File: config.mk
export PLATFORM = sky130hd
export DESIGN_NAME = sync_wait_merge_ctrl
export DESIGN_NICKNAME = d
export VERILOG_FILES = /design/src/rtl/wait_merge_pkg.sv /design/src/rtl/merge_slot.sv /design/src/rtl/sync_wait_merge_ctrl.sv
export SDC_FILE = /design/constraint.sdc
export NUM_CORES = 1
export LEC_CHECK = 0
export CAP_MARGIN = 5
export CORE_ASPECT_RATIO = 0.6
export CORE_MARGIN = 2
export CORE_UTILIZATION = 44
export CTS_CLUSTER_DIAMETER = 40
export DETAILED_ROUTE_END_ITERATION = 16
export GPL_TIMING_DRIVEN = 1
export PLACE_DENSITY = 0.85
export SLEW_MARGIN = 0
export SYNTH_ARGS = -nofsm -noshare
export SYNTH_HDL_FRONTEND = slang
export SYNTH_SLANG_ARGS = --single-unit
File: constraint.sdc
create_clock -name clk -period 1.5 [get_ports clk]
set_clock_uncertainty 0.15 [all_clocks]
set_input_delay 0.375 -clock clk [delete_from_list [all_inputs] [get_ports clk]]
set_output_delay 0.375 -clock clk [all_outputs]
set_load 0.02 [all_outputs]
File: src/rtl/wait_merge_pkg.sv
// Shared types and constants for the two-channel wait/merge join controller.
package wait_merge_pkg;

   typedef enum logic [1:0] {
      IDLE = 2'd0,
      SEND = 2'd1,
      WAIT = 2'd2
   } state_t;

   // Counter must be able to hold the terminal value itself.
   function automatic int cnt_width(input int n);
      return $clog2(n + 1);
   endfunction

   localparam int TIMEOUT_CYCLES_DEF = 255;
   localparam int TO_CNT_W           = cnt_width(TIMEOUT_CYCLES_DEF);

endpackage

File: src/rtl/merge_slot.sv
// One-entry token slot: captures on drive when empty, flags overrun when full.
module merge_slot #(
   parameter int W = 8
) (
   input  logic         clk,
   input  logic         rst,
   input  logic         drive,
   input  logic [W-1:0] din,
   input  logic         clr,
   output logic         full,
   output logic [W-1:0] q,
   output logic         overrun
);

   always_ff @(posedge clk) begin
      if (rst) begin
         full    <= 1'b0;
         q       <= '0;
         overrun <= 1'b0;
      end else begin
         // A drive on the release cycle still sees the slot full and is dropped.
         overrun <= drive & full;
         if (clr)
            full <= 1'b0;
         else if (drive && !full) begin
            full <= 1'b1;
            q    <= din;
         end
      end
   end

endmodule

File: src/rtl/sync_wait_merge_ctrl.sv
// Two-channel join: merges one token per channel into {data1, data0}.
// Define WAIT_MERGE_TIMEOUT_EN to re-issue the merged token after a WAIT timeout.
module sync_wait_merge_ctrl
   import wait_merge_pkg::*;
#(
   parameter int DATA_WIDTH_I0  = 18,
   parameter int DATA_WIDTH_I1  = 32,
   parameter int TIMEOUT_CYCLES = 255
) (
   input  logic                                 clk,
   input  logic                                 rst,
   input  logic                                 i_drive0,
   input  logic [DATA_WIDTH_I0-1:0]             i_data0,
   output logic                                 o_free0,
   input  logic                                 i_drive1,
   input  logic [DATA_WIDTH_I1-1:0]             i_data1,
   output logic                                 o_free1,
   output logic                                 o_driveNext,
   output logic [DATA_WIDTH_I0+DATA_WIDTH_I1-1:0] o_data,
   input  logic                                 i_freeNext,
   output logic                                 o_busy,
   output logic                                 o_overrun,
   output logic                                 o_err_timeout
);

   state_t                     state_q, state_d;
   logic                       full0, full1, ovr0, ovr1;
   logic [DATA_WIDTH_I0-1:0]   q0;
   logic [DATA_WIDTH_I1-1:0]   q1;
   logic                       take_free;
   logic                       to_hit;
   logic                       free_q;

   merge_slot #(.W(DATA_WIDTH_I0)) u_slot0 (
      .clk(clk), .rst(rst), .drive(i_drive0), .din(i_data0), .clr(take_free),
      .full(full0), .q(q0), .overrun(ovr0)
   );

   merge_slot #(.W(DATA_WIDTH_I1)) u_slot1 (
      .clk(clk), .rst(rst), .drive(i_drive1), .din(i_data1), .clr(take_free),
      .full(full1), .q(q1), .overrun(ovr1)
   );

`ifdef WAIT_MERGE_TIMEOUT_EN
   localparam int CNT_W = cnt_width(TIMEOUT_CYCLES);
   logic [CNT_W-1:0] to_cnt;
   logic             err_q;

   always_ff @(posedge clk) begin
      if (rst || state_q != WAIT)
         to_cnt <= '0;
      else
         to_cnt <= to_cnt + 1'b1;
   end

   always_ff @(posedge clk) begin
      if (rst)
         err_q <= 1'b0;
      else if (to_hit)
         err_q <= 1'b1;
   end

   assign o_err_timeout = err_q;
`else
   logic unused_timeout_cfg;
   assign unused_timeout_cfg = (TIMEOUT_CYCLES == 0);
   assign o_err_timeout      = 1'b0;
`endif

   always_ff @(posedge clk) begin
      if (rst)
         state_q <= IDLE;
      else
         state_q <= state_d;
   end

   always_comb begin
      state_d   = state_q;
      take_free = 1'b0;
      to_hit    = 1'b0;
      unique case (state_q)
         IDLE: if (full0 && full1) state_d = SEND;
         SEND: state_d = WAIT;
         WAIT: begin
            // A release on the terminal-count cycle takes priority over a retry.
            if (i_freeNext) begin
               take_free = 1'b1;
               state_d   = IDLE;
            end
`ifdef WAIT_MERGE_TIMEOUT_EN
            else if (to_cnt == CNT_W'(TIMEOUT_CYCLES)) begin
               to_hit  = 1'b1;
               state_d = SEND;
            end
`endif
         end
         default: state_d = IDLE;
      endcase
   end

   // Pulses are registered so they line up with the SEND / release cycles.
   always_ff @(posedge clk) begin
      if (rst) begin
         o_driveNext <= 1'b0;
         o_data      <= '0;
         free_q      <= 1'b0;
      end else begin
         o_driveNext <= (state_d == SEND);
         free_q      <= take_free;
         if (state_d == SEND)
            o_data <= {q1, q0};
      end
   end

   assign o_free0   = free_q;
   assign o_free1   = free_q;
   assign o_overrun = ovr0 | ovr1;
   assign o_busy    = (state_q != IDLE) | full0 | full1;

endmodule

==> out/results.tsv, run 1 <==
metric	value	unit
outcome	finished with violations	
violated checks	negative setup slack	
net count after synthesis	522	
starting density of the core	46.0	%
XOR/XNOR share of the synthesized area	0	%
final worst path period need	1.91	ns
overall routed net length	12400	µm
die outline height	80.5	µm
CTS root buffer	clkbuf_16	
endpoint type of the worst setup path	output port	
Synth Instances	467	
die extent in x	131	µm
arrival time reported for the critical path endpoint	1.38	ns
number of nets with antenna violations after detailed routing	0	
post-synth top area share	50.4	%
GRT Total Usage	21.4	%
reg-to-reg critical path startpoint	state_q[1]	
number of distinct library cells after synthesis	23	
part of the Yosys area used for sequential elements	50.4	%
most used routing layer in global routing	met2	
Crit Path Class	flip-flop to output port	
top cells by area, synth	dfxtp_1 (50%), nand2b_1 (15%), mux2i_1 (12%), nand2_1 (8.9%), a21oi_1 (5.9%)	
pin count of the biggest net entering global routing	55	
Static Leakage	2.82	nW
CP bufs+invs	1	
start point of the worst min-delay path	rst	
commonest non-fill, non-tap cells in the layout	dfxtp_1 (105), nand2b_1 (100), nand2_1 (67)	
maximum fanout along the worst path	2	
full die area	10600	µm²
Synth Area in Simple Gates	26.0	%
RD Place Congestion	0.797	
crit share post-route	127	%
cell-by-cell listing of the critical path	or4_4 > buf_6	
number of input and output port buffers inserted	109	
number of buffers created by CTS	9	
post-synthesis share of cell area spent on full adders, half adders and majority gates	0	%
largest family of logic cells by synthesized area	simple AND/OR/NAND/NOR gates	
grt total ovfl	0	
residual DRC count	0	
core footprint	9320	µm²
most common cell after layout, fill and taps aside	dfxtp_1	
placed wire-length estimate after detailed placement	6790	µm
slowest stage cell, crit path	or4_4	
cell area after synthesis	4290	µm²
depth of the worst hold-timing path	2	
upper clock frequency limit	0.524	GHz
H-tree depth	3	
number of cell instances on the worst register-to-register path	8	
global-route wire length before repair	17500	µm
global-route met3 utilization	8.33	%
pwr dens	1020	nW/µm²
R2R setup slack	-0.35	ns
number of fill cells in the layout	691	
area growth from synthesis to layout	52.3	%
global-route met2 utilization	36.6	%
Syn Area/Cell	9.19	µm²
fraction of layout cells with a size suffix above 1	33.0	%
leading area contributor after synthesis	dfxtp_1	
count of endpoints failing hold in the final timing report	0	
endpoint required time on the critical path	0.97	ns
clock tree from TritonCTS	done	
warning count from the yosys run	0	
max capacitance violation total	0	
Post-CTS Hold Buffers	0	
count of final setup violators	102	
Slowest Stage Delay on Critical Path	0.56	ns
DR vias	3621	
maximum root-to-sink buffer count	2	
vias in the first global route	3519	
clock-pin slew reported for the worst setup and hold paths after clock tree synthesis	0.07	ns
gate family responsible for the most delay along the worst path	simple AND/OR/NAND/NOR gates	
pins over their slew limit	0	
count of standard-cell rows	27	
post-synthesis compound-gate area fraction	6.30	%
clock insertion delay at the later pin of the skew report	0.35	ns
type of the tightest min-delay check	input port to flip-flop	
number of vias per cell after detailed routing	4.98	
number of DRC violations after detailed-routing iteration 0	136	
sort of element at the start of the critical path	flip-flop	
Final Core Density	70.1	%
proportion of synthesized area in mux cells	11.7	%
average wire per cell in the routed design	17.0	µm
Final Net Count	648	
hold-critical path endpoint	o_data[40]	
worst vdd ir	0.665	mV
final critical-path setup slack	-0.407	ns
RSZ-0062 raised after global routing	true	
initial antenna violation count	0	
count of pins on the block boundary	111	
flops & latches, synth	108	
capturing point of the worst reg2reg path	u_slot0.q[0]	
total iterations of the first detailed-routing run	4	
number of antenna repair diodes	0	
number of clock sinks seen by CTS	108	
met1 layer usage reported by global route	25.6	%
worst slack on hold paths	0.108	ns
-- area by class of cell --
| type | count | area, µm² | area share, % |
|---|---|---|---|
| Clock buffer | 11 | 243 | 3.71 |
| Clock inverter | 4 | 97.6 | 1.49 |
| Inverter | 1 | 3.75 | 0.0574 |
| Multi-Input combinational cell | 321 | 2300 | 35.2 |
| Sequential cell | 108 | 2170 | 33.1 |
| Tap cell | 130 | 163 | 2.49 |
| Timing Repair Buffer | 152 | 1560 | 23.9 |
-- power by group --
part	internal (mW)	total [mW]	leakage, nW	switching, mW
registers	2.99	3.08	0.881	0.0930
logic	0.502	0.908	1.78	0.406
clock network	1.67	2.69	0.162	1.02
-- cells in the mapped netlist (all sizes together) --
| library cell | instances |
|---|---|
| clkbuf | 20 |
| o21a | 2 |
| and3b | 1 |
| or4 | 1 |
| nand2 | 102 |
| nor3b | 3 |
| nor2 | 6 |
| nand2b | 100 |
| and4bb | 1 |
| mux2i | 50 |
| nor2b | 1 |
| buf | 17 |
| inv | 1 |
| conb | 1 |
| nand4bb | 1 |
| a21oi | 51 |
| or2 | 1 |
| dfxtp | 108 |
-- state kept, by name, indices dropped and copies added, names as in the netlist --
register,cells
o_data,50
o_free0,1
u_slot0.q,18
u_slot1.overrun,1
u_slot1.q,32
o_driveNext,1
u_slot0.full,1
state_q,2
u_slot0.overrun,1
u_slot1.full,1
-- per-stage QoR --
stage	setup slack, ns	instance area, µm²	power (mW)	std cells	TNS (ns)
floorplan	0.0100	4290	3.50	467	0
global placement	-0.500	5550	3.77	685	-23.53
finish	-0.407	6540	6.68	727	-25.01
global route	-0.432	6540	6.89	727	-29.00
CTS	-0.399	6210	6.56	714	-20.68
detailed placement	-0.572	5550	3.80	685	-26.40
-- how the worst max path moves through the flow --
stage / from / to / slack [ns] / cells after the start
after global placement: i_freeNext / u_slot1.q[3] / -0.50 / 5
after detailed placement: i_freeNext / u_slot1.q[26] / -0.57 / 5
after global routing: state_q[1] / o_busy / -0.43 / 2
final: state_q[1] / o_busy / -0.41 / 2
after CTS: state_q[1] / o_busy / -0.40 / 2
after floorplan: u_slot0.full / o_busy / 0.01 / 1
-- metal layers --
metal | wire [µm] | part of all wire (%)
met1 | 5610 | 45
met2 | 5870 | 47
met3 | 747 | 6.0
met4 | 133 | 1.1
met5 | 0 | 0
-- cell families (layout without fill, tap and decap cells) --
group / after synthesis / count (layout)
simple gates: 217 / 217
flops: 108 / 108
compound gates: 53 / 53
mux: 50 / 50
buf+inv: 38 / 168
other cells: 1 / 1
-- timing repair --
| action | in CTS | in global routing |
|---|---|---|
| cloned | 5 | 8 |
| pin swaps | 6 | 41 |
| buffers inserted | 9 | 8 |
| gates resized for setup | 206 | 138 |
| endpoints found under the setup margin | 106 | 139 |
Power figures use the tool's default switching activity.
==> run 2: changes to the inputs <==
Settings changed: GPL_ROUTABILITY_DRIVEN set to 0.
==> results of run 2 <==
Same layout as run 1: the final DEF is identical, and so are final timing and power.
